==> config.mk <==
export PLATFORM = sky130hd
export DESIGN_NAME = axis_palette_loader
export DESIGN_NICKNAME = d
export VERILOG_FILES = /design/src/rtl/axis_palette_loader.sv
export SDC_FILE = /design/constraint.sdc
export NUM_CORES = 1
export LEC_CHECK = 0
export CAP_MARGIN = 10
export CORE_ASPECT_RATIO = 0.8
export CORE_MARGIN = 2
export CORE_UTILIZATION = 34
export CTS_CLUSTER_DIAMETER = 80
export DETAILED_ROUTE_END_ITERATION = 6
export GPL_TIMING_DRIVEN = 0
export PLACE_DENSITY = 0.85
export SYNTH_ARGS = -nofsm -noshare
export SYNTH_HDL_FRONTEND = slang
export SYNTH_SLANG_ARGS = --single-unit
==> constraint.sdc <==
create_clock -name axis_aclk -period 1.68 [get_ports axis_aclk]
set_input_delay 0.252 -clock axis_aclk [delete_from_list [all_inputs] [get_ports axis_aclk]]
set_output_delay 0.252 -clock axis_aclk [all_outputs]
set_load 0.005 [all_outputs]
==> src/rtl/axis_palette_loader.sv <==
// ----------------------------------------------------------------------------
// axis_palette_loader
//   Loads one palette (ENTRIES words) from an AXI4-Stream into one bank of the
//   palette LUT RAM through a BRAM master port. A start pulse arms a single
//   load. The number of beats is checked against TLAST, and the result is
//   reported through sticky error flags and a done pulse.
//
// Ports
//   axis_aclk, axis_aresetn : clock, asynchronous active-low reset
//   start, bank_sel         : arm one load into bank bank_sel (ignored if busy)
//   s_axis_*                : palette entry stream {alpha, R, G, B}
//   lut_ram_*               : BRAM port A master. Byte address is
//                             {0, bank, index, 2'b00}. rdata is unused.
//   busy                    : high while entries are being accepted
//   done                    : one-cycle pulse when a load finishes
//   err_short / err_long    : sticky, TLAST came too early / did not come in time
//   entries_written         : RAM writes issued by the current or last load
// ----------------------------------------------------------------------------
module axis_palette_loader #(
   parameter int ENTRIES   = 256,
   parameter int BANK_BITS = 2,
   parameter int DATA_W    = 32
) (
   input  logic                       axis_aclk,
   input  logic                       axis_aresetn,
   input  logic                       start,
   input  logic [BANK_BITS-1:0]       bank_sel,
   input  logic [DATA_W-1:0]          s_axis_tdata,
   input  logic                       s_axis_tvalid,
   output logic                       s_axis_tready,
   input  logic                       s_axis_tlast,
   output logic                       lut_ram_clk,
   output logic                       lut_ram_ena,
   output logic                       lut_ram_rst,
   output logic [3:0]                 lut_ram_we,
   output logic [31:0]                lut_ram_addr,
   output logic [DATA_W-1:0]          lut_ram_wdata,
   input  logic [DATA_W-1:0]          lut_ram_rdata,
   output logic                       busy,
   output logic                       done,
   output logic                       err_short,
   output logic                       err_long,
   output logic [$clog2(ENTRIES):0]   entries_written
);

   localparam int IDX_W    = $clog2(ENTRIES);
   localparam int ADDR_PAD = 32 - BANK_BITS - IDX_W - 2;
   localparam logic [IDX_W:0] LAST_IDX = (IDX_W+1)'(ENTRIES - 1);
   localparam logic [IDX_W:0] CNT_ONE  = (IDX_W+1)'(1);

   typedef enum logic [1:0] {
      S_IDLE  = 2'd0,
      S_LOAD  = 2'd1,
      S_DRAIN = 2'd2,
      S_DONE  = 2'd3
   } state_t;

   state_t               state_q, state_d;
   logic [BANK_BITS-1:0] bank_q;
   logic                 arm;
   logic                 set_short;
   logic                 set_long;
   logic                 wr_p0;
   logic                 unused_rdata;

   assign lut_ram_clk  = axis_aclk;
   assign lut_ram_rst  = 1'b0;
   assign unused_rdata = ^lut_ram_rdata;

   // The write index is the running write count: it never exceeds ENTRIES-1
   // while in LOAD, so no separate index register is needed.
   always_ff @(posedge axis_aclk or negedge axis_aresetn) begin
      if (!axis_aresetn) begin
         state_q <= S_IDLE;
      end else begin
         state_q <= state_d;
      end
   end

   always_comb begin
      state_d       = state_q;
      arm           = 1'b0;
      set_short     = 1'b0;
      set_long      = 1'b0;
      s_axis_tready = 1'b0;
      busy          = 1'b0;
      done          = 1'b0;
      case (state_q)
         S_IDLE: begin
            if (start) begin
               arm     = 1'b1;
               state_d = S_LOAD;
            end
         end
         S_LOAD: begin
            s_axis_tready = 1'b1;
            busy          = 1'b1;
            if (s_axis_tvalid) begin
               if (entries_written == LAST_IDX) begin
                  if (s_axis_tlast) begin
                     state_d = S_DONE;
                  end else begin
                     set_long = 1'b1;
                     state_d  = S_DRAIN;
                  end
               end else if (s_axis_tlast) begin
                  set_short = 1'b1;
                  state_d   = S_DONE;
               end
            end
         end
         S_DRAIN: begin
            // Surplus beats are swallowed until TLAST so the stream stays framed.
            s_axis_tready = 1'b1;
            busy          = 1'b1;
            if (s_axis_tvalid && s_axis_tlast) begin
               state_d = S_DONE;
            end
         end
         S_DONE: begin
            done    = 1'b1;
            state_d = S_IDLE;
         end
         default: state_d = S_IDLE;
      endcase
   end

   // ---- stage p0: beat accepted while loading -> RAM write next cycle ----
   assign wr_p0 = (state_q == S_LOAD) && s_axis_tvalid;

   // ---- stage p1: registered BRAM write and load status ----
   always_ff @(posedge axis_aclk or negedge axis_aresetn) begin
      if (!axis_aresetn) begin
         bank_q          <= '0;
         entries_written <= '0;
         err_short       <= 1'b0;
         err_long        <= 1'b0;
         lut_ram_ena     <= 1'b0;
         lut_ram_we      <= 4'h0;
         lut_ram_addr    <= '0;
         lut_ram_wdata   <= '0;
      end else begin
         lut_ram_ena <= wr_p0;
         lut_ram_we  <= {4{wr_p0}};
         if (wr_p0) begin
            lut_ram_addr    <= {{ADDR_PAD{1'b0}}, bank_q, entries_written[IDX_W-1:0], 2'b00};
            lut_ram_wdata   <= s_axis_tdata;
            entries_written <= entries_written + CNT_ONE;
         end
         if (arm) begin
            bank_q          <= bank_sel;
            entries_written <= '0;
            err_short       <= 1'b0;
            err_long        <= 1'b0;
         end
         if (set_short) err_short <= 1'b1;
         if (set_long)  err_long  <= 1'b1;
      end
   end

endmodule

# Yosys cells after proc, flatten, opt, wreduce, memory -nomap -nowiden
# Cells that the tools add are included.
# word_totals
regBits,59
wordCells,50
# op_classes
addsub,1
eq_ne,8
n_mux,24
reduce_logical,8
# ops
op,count
$mux W9,2
$mux W1,16
$mux W2,5
$add A9 B1 Y9 const B,1
$eq A9 B8 Y1 const B,1
$pmux W2 S4,1
$ne A2 B2 Y1 const B,3
$reduce_bool A2 Y1,3
$eq A2 B2 Y1 const B,2
$reduce_and A4 Y1,1
$ne A3 B3 Y1 const B,1
$eq A2 B1 Y1 const B,1
$logic_and A1 B1 Y1,2
$logic_not A2 Y1,1
$reduce_or A2 Y1,1

# Longest topological paths before layout
# Gate-level depths: netlist of run 1.
# logic_depth
depth_word,5
depth_mapped,8

==> results of run 1 <==
[report_power, final]
part / internal, mW / switching [mW] / total, mW
sequential: 1.93 / 0.307 / 2.23
combinational: 1.65 / 1.23 / 2.88
clock: 1.16 / 0.609 / 1.77
[cell families (layout without fill, tap and decap cells)]
logic type	Yosys count	after routing	share of synthesized area, %
AO/OA/AOI/OAI	10	10	2.60
XOR/XNOR	7	7	2.36
flip-flops	58	58	55.8
buffers and inverters	45	189	11.2
AND/OR/NAND/NOR	160	160	24.1
other	1	23	0.144
adder cells (fa/ha/maj)	8	8	3.85
[through the flow]
stage / hold WS [ns] / util (%) / cells / area [µm²]
after CTS: 0.326 / 57.6 / 550 / 4260
after floorplan: -0.0436 / - / 311 / 2690
after detailed placement: 0.303 / 51.9 / 517 / 3830
after global routing: 0.331 / 59.1 / 560 / 4370
after global placement: 0.454 / 51.7 / 516 / 3820
final: 0.344 / 59.1 / 560 / 4370
[layout make-up]
type / instances / share of cell area (%)
clock buffer: 16 / 4.96
tap: 105 / 3.01
multi-input combinational: 208 / 22.9
buffer: 38 / 6.08
timing repair buffer: 125 / 27.5
sequential: 58 / 33.4
clock inverter: 4 / 1.66
inverter: 6 / 0.516
[repair_timing]
action                                  4_1_cts  5_1_grt
setup buffers                                13       11
hold endpoints to repair                     26        0
cloned                                        0        0
hold buffers                                  1        0
pin swaps                                     6        6
endpoints found under the setup margin       66       48
resized for setup                            28       13
[registers in the layout (all words and copies together) (netlist names)]
signal and flops:
state_q 2, err_short 1, lut_ram_addr 10, lut_ram_we 1, lut_ram_wdata 32, entries_written 9
bank_q 2, err_long 1
[synth_stat cells (all sizes together), types with 2 or more instances]
cell    instances
nand2         141
dfrtp          58
buf            34
nor2            9
ha              8
inv             6
clkbuf          5
xor2            5
nand4           4
o21ai           4
a211oi          2
and3            2
xnor2           2
[path summary, 6_finish.rpt]
check                                    from                  to  slack (ns)
max reg2reg                entries_written[6]          state_q[0]       -0.21
max in group asynchronous        axis_aresetn  entries_written[2]        0.70
min reg2reg                         bank_q[0]    lut_ram_addr[10]        0.47
min                          s_axis_tdata[29]   lut_ram_wdata[29]        0.34
min in group asynchronous        axis_aresetn          state_q[0]        0.38
max                        entries_written[6]          state_q[0]       -0.21
[worst register-to-register path, cell delays in order, from the launching register on]
cell and delay [ns]:
dfrtp_1 0.41, nand4_1 0.20, nor2_4 0.19, ha_4 0.15, o21ai_2 0.05, a222oi_1 0.47
buf_4 0.21, a22oi_1 0.07
[layer usage]
metal,wire (µm),track usage (%)
met1,2910,20.1
met3,519,5.81
met4,134,7.84
met5,0,0
met2,3490,28.7
==> impl_metrics.toml, run 1 <==
[timing]
fmax_ghz = 0.529
slew_viol_final = 0
setup_tns_ns = -0.763
period_share_pct = 112
worstMarginPinSlew_ns = 0.623
skew_ns = 0.00970
slew_headroom_pct = 58.5
hold_violations = 0
fin_crit_ns = 1.89
rsz0062_at_grt = "yes"
fin_ws_ns = -0.210
setup_violations = 23

[detailed_routing]
drc = 0
postRouteAntennaNets = 0
via_per_inst = 4.25
drt_iter0_markers = 90
wl_um = 7050
wl_per_cell_um = 12.6
dr.pass1.iters = 4
dr_total_vias = 2381

[die]
core_area_mm2 = 0.00739
num_io_pins = 156
die_w_um = 102
die-area_mm2 = 0.00837
rows = 28
die_y_um = 82.2
initial_utilization_pct = 35.2

[power_and_ir_drop]
irDropWorstVdd_uv = 1010
power_mw = 6.88
p_leak_nw = 2.28
powerDensity_mw_per_mm2 = 1580

[yosys]
synthCells = 289
ys_seq_area_share_pct = 55.8
synth_enable_flop_cells = 0
syn_area_per_cell_um2 = 9.00
ys.flop_type = "dfrtp_1"
yosysUniqueCellTypes = 25
synth_area_leaders = "dfrtp_1, nand2_1, buf_4"
synth_area_mm2 = 0.00260
synth_top_cell_by_area = "dfrtp_1"
synth.top_cell.area_share_pct = 55.8
ys_ff_latch = 58
async_flop_share_pct = 100
yosys_warnings = 0

[placed_design]
post-dp-hpwl_um = 4850
gp_congestion = 0.810
pre_cts_slack_ns = -0.407
port_buffers = 100

[final_layout]
multi_input_area_um2 = 1000
antenna_cells = 0
final_cell_mix = "nand2_1, clkdlybuf4s50_1, buf_4, dfrtp_1, conb_1"
drive_gt1_share_pct = 21.3
syn_to_final_growth_pct = 67.8
final_common_cell = "nand2_1"
fill_cells = 639
regArea_mm2 = 0.00146
nets = 529

[critical_path]
critPathBufInv = 1
reg2regPathDepth = 7
cp_slowest_stage_delay_ns = 0.47
worstPathRequired_ns = 1.99
crit_arrival_ns = 2.20
critPathTopFamily = "compound AO/OA/AOI/OAI gates"
slowest_stage = "a222oi_1"
crit_cells = 7
cp_cell_sequence = "nand4_1, nor2_4, ha_4, o21ai_2, a222oi_1, buf_4, a22oi_1"
critPathLaunchType = "flip-flop"
crit_path_max_fanout = 4
crit_path_end_kind = "flip-flop"
crit_type = "flip-flop to flip-flop"

[global_route]
first_global_vias = 2343
grt_max_degree = 33
grt_pass1_wl_um = 10800
grt.total_usage_pct = 17.1
antenna_found_initial = 0
grt.overflow.total = 0

[clock_network]
clkLatencyLatePin_ns = 0.44
cts_tree = "yes"
clk_pin_slew_ns = 0.07

[flow_run]
cap_violations = 0

[hold_path]
min_path_type = "input pin to flip-flop"
holdPathStages = 3

[status]
violations = "negative setup slack"
run_status = "complete, but fails checks"
Power figures use the tool's default switching activity.
==> run 2, diff against run 1 <==
MAX_ROUTING_LAYER = met4   (was default)
==> impl_metrics.toml, run 2 (synthesis gave the netlist of run 1 again) <==
[global_route]
first_global_vias = 2352
grtUsageMet1_pct = 20.7
grt.total_usage_pct = 17.7
top_usage_layer = "met2"
grt.overflow.total = 0
met2_usage_pct = 28.7
grt_max_degree = 33
grt_pass1_wl_um = 10800
grt.met3_usage_pct = 6.23
antenna_found_initial = 0

[critical_path]
crit_path_end_kind = "flip-flop"
crit_path_max_fanout = 3
timing.rr.end = "state_q[0]"
reg2reg_slack_ns = -0.21
crit_type = "flip-flop to flip-flop"
reg2regPathDepth = 8
crit_start = "entries_written[1]"
crit_end = "state_q[0]"
worstPathRequired_ns = 1.99
critPathLaunchType = "flip-flop"
reg2reg_from = "entries_written[1]"
crit_arrival_ns = 2.20

[placed_design]
gp_congestion = 0.822
pre_cts_slack_ns = -0.407
post-dp-hpwl_um = 4850
port_buffers = 100

[final_layout]
syn_to_final_growth_pct = 68.0
largest_registers = "lut_ram_wdata: 32 flops, lut_ram_addr: 10 flops, entries_written: 9 flops"
largest_register_ffs = 32
finalCoreUtilization_pct = 59.1
final_cell_mix = "nand2_1, clkdlybuf4s50_1, buf_4, dfrtp_1, conb_1"
antenna_cells = 0
final_common_cell = "nand2_1"
regArea_mm2 = 0.00146
multi_input_area_um2 = 1000
drive_gt1_share_pct = 21.5
fill_cells = 640
top_register = "lut_ram_wdata"
nets = 529

[timing]
worstMarginPinSlew_ns = 0.625
rsz0062_at_grt = "yes"
hold_violations = 0
fmax_ghz = 0.529
skew_ns = 0.00832
slew_viol_final = 0
setup_violations = 23
fin_ws_ns = -0.209
slew_headroom_pct = 58.3
period_share_pct = 112
fin_crit_ns = 1.89
setup_tns_ns = -0.873

[detailed_routing]
wl_um = 7080
via_per_inst = 4.23
drt_iter0_markers = 109
dr.pass1.iters = 4
wl_per_cell_um = 12.6
postRouteAntennaNets = 0
dr_total_vias = 2370
drc = 0

[die]
num_io_pins = 156
die_y_um = 82.2
initial_utilization_pct = 35.2
rows = 28
die-area_mm2 = 0.00837
core_area_mm2 = 0.00739
die_w_um = 102

[flow_run]
cap_violations = 0

[power_and_ir_drop]
power_mw = 6.90
irDropWorstVdd_uv = 1010
powerDensity_mw_per_mm2 = 1580
p_leak_nw = 2.30

[clock_network]
cts_tree = "yes"
clk_pin_slew_ns = 0.07
clkLatencyLatePin_ns = 0.44

[hold_path]
min_path_type = "input pin to flip-flop"

[status]
run_status = "complete, but fails checks"
violations = "negative setup slack"
## run 2: cell types whose count changed in the layout (fill, tap and decap cells not counted)
cell / previous run / this run
buf_6: 2 / 3
clkdlybuf4s50_1: 86 / 85
dlygate4sd2_1: 6 / 5
dlymetal6s2s_1: 3 / 4
## run 2: layout make-up
class,count,area share (%)
clock inverter,4,1.66
buffer,38,6.07
sequential,58,33.3
multi-input combinational,208,22.9
timing repair buffer,125,27.6
clock buffer,16,4.95
tap,105,3.01
inverter,6,0.515
## run 2: worst max-delay path: stages (launching register included)
cell and delay [ns]:
dfrtp_1 0.42, ha_4 0.17, nand3_2 0.08, nor2_4 0.13
ha_4 0.15, o21ai_2 0.05, a222oi_1 0.47, buf_4 0.21
a22oi_1 0.07
## run 2: worst min path at each step
stage / endpoint / start / depth (start not counted)
4_1_cts: lut_ram_wdata[5] / s_axis_tdata[5] / 3
3_5_place_dp: state_q[0] / axis_aresetn / 1
6_report: lut_ram_wdata[29] / s_axis_tdata[29] / 3
3_3_place_gp: lut_ram_addr[11] / bank_q[1] / 2
5_1_grt: lut_ram_wdata[19] / s_axis_tdata[19] / 3
2_1_floorplan: bank_q[0] / axis_aresetn / 0
## run 2: through the flow
step / hold slack [ns] / instance area [µm²] / cells
floorplan: -0.0436 / 2690 / 311
global placement: 0.454 / 3820 / 516
detailed placement: 0.303 / 3830 / 517
CTS: 0.326 / 4260 / 550
global route: 0.325 / 4370 / 560
finish: 0.342 / 4370 / 560
## run 2: routing by layer
metal,vias up,share of wire [%]
met5,-,0
li1,1166,-
met1,1115,43
met2,80,50
met4,0,1.2
met3,9,6.2
## run 2: repair_timing
action | in CTS | in global routing
hold endpoints to repair | 26 | 0
endpoints found under the setup margin | 66 | 50
gates resized for setup | 28 | 16
hold buffers | 1 | 0
setup buffers | 13 | 11
pin swaps | 6 | 6
## run 2: where the power goes
part / internal [mW] / total, mW / switching, mW
clock network: 1.16 / 1.77 / 0.610
registers: 1.93 / 2.24 / 0.314
logic: 1.66 / 2.89 / 1.23
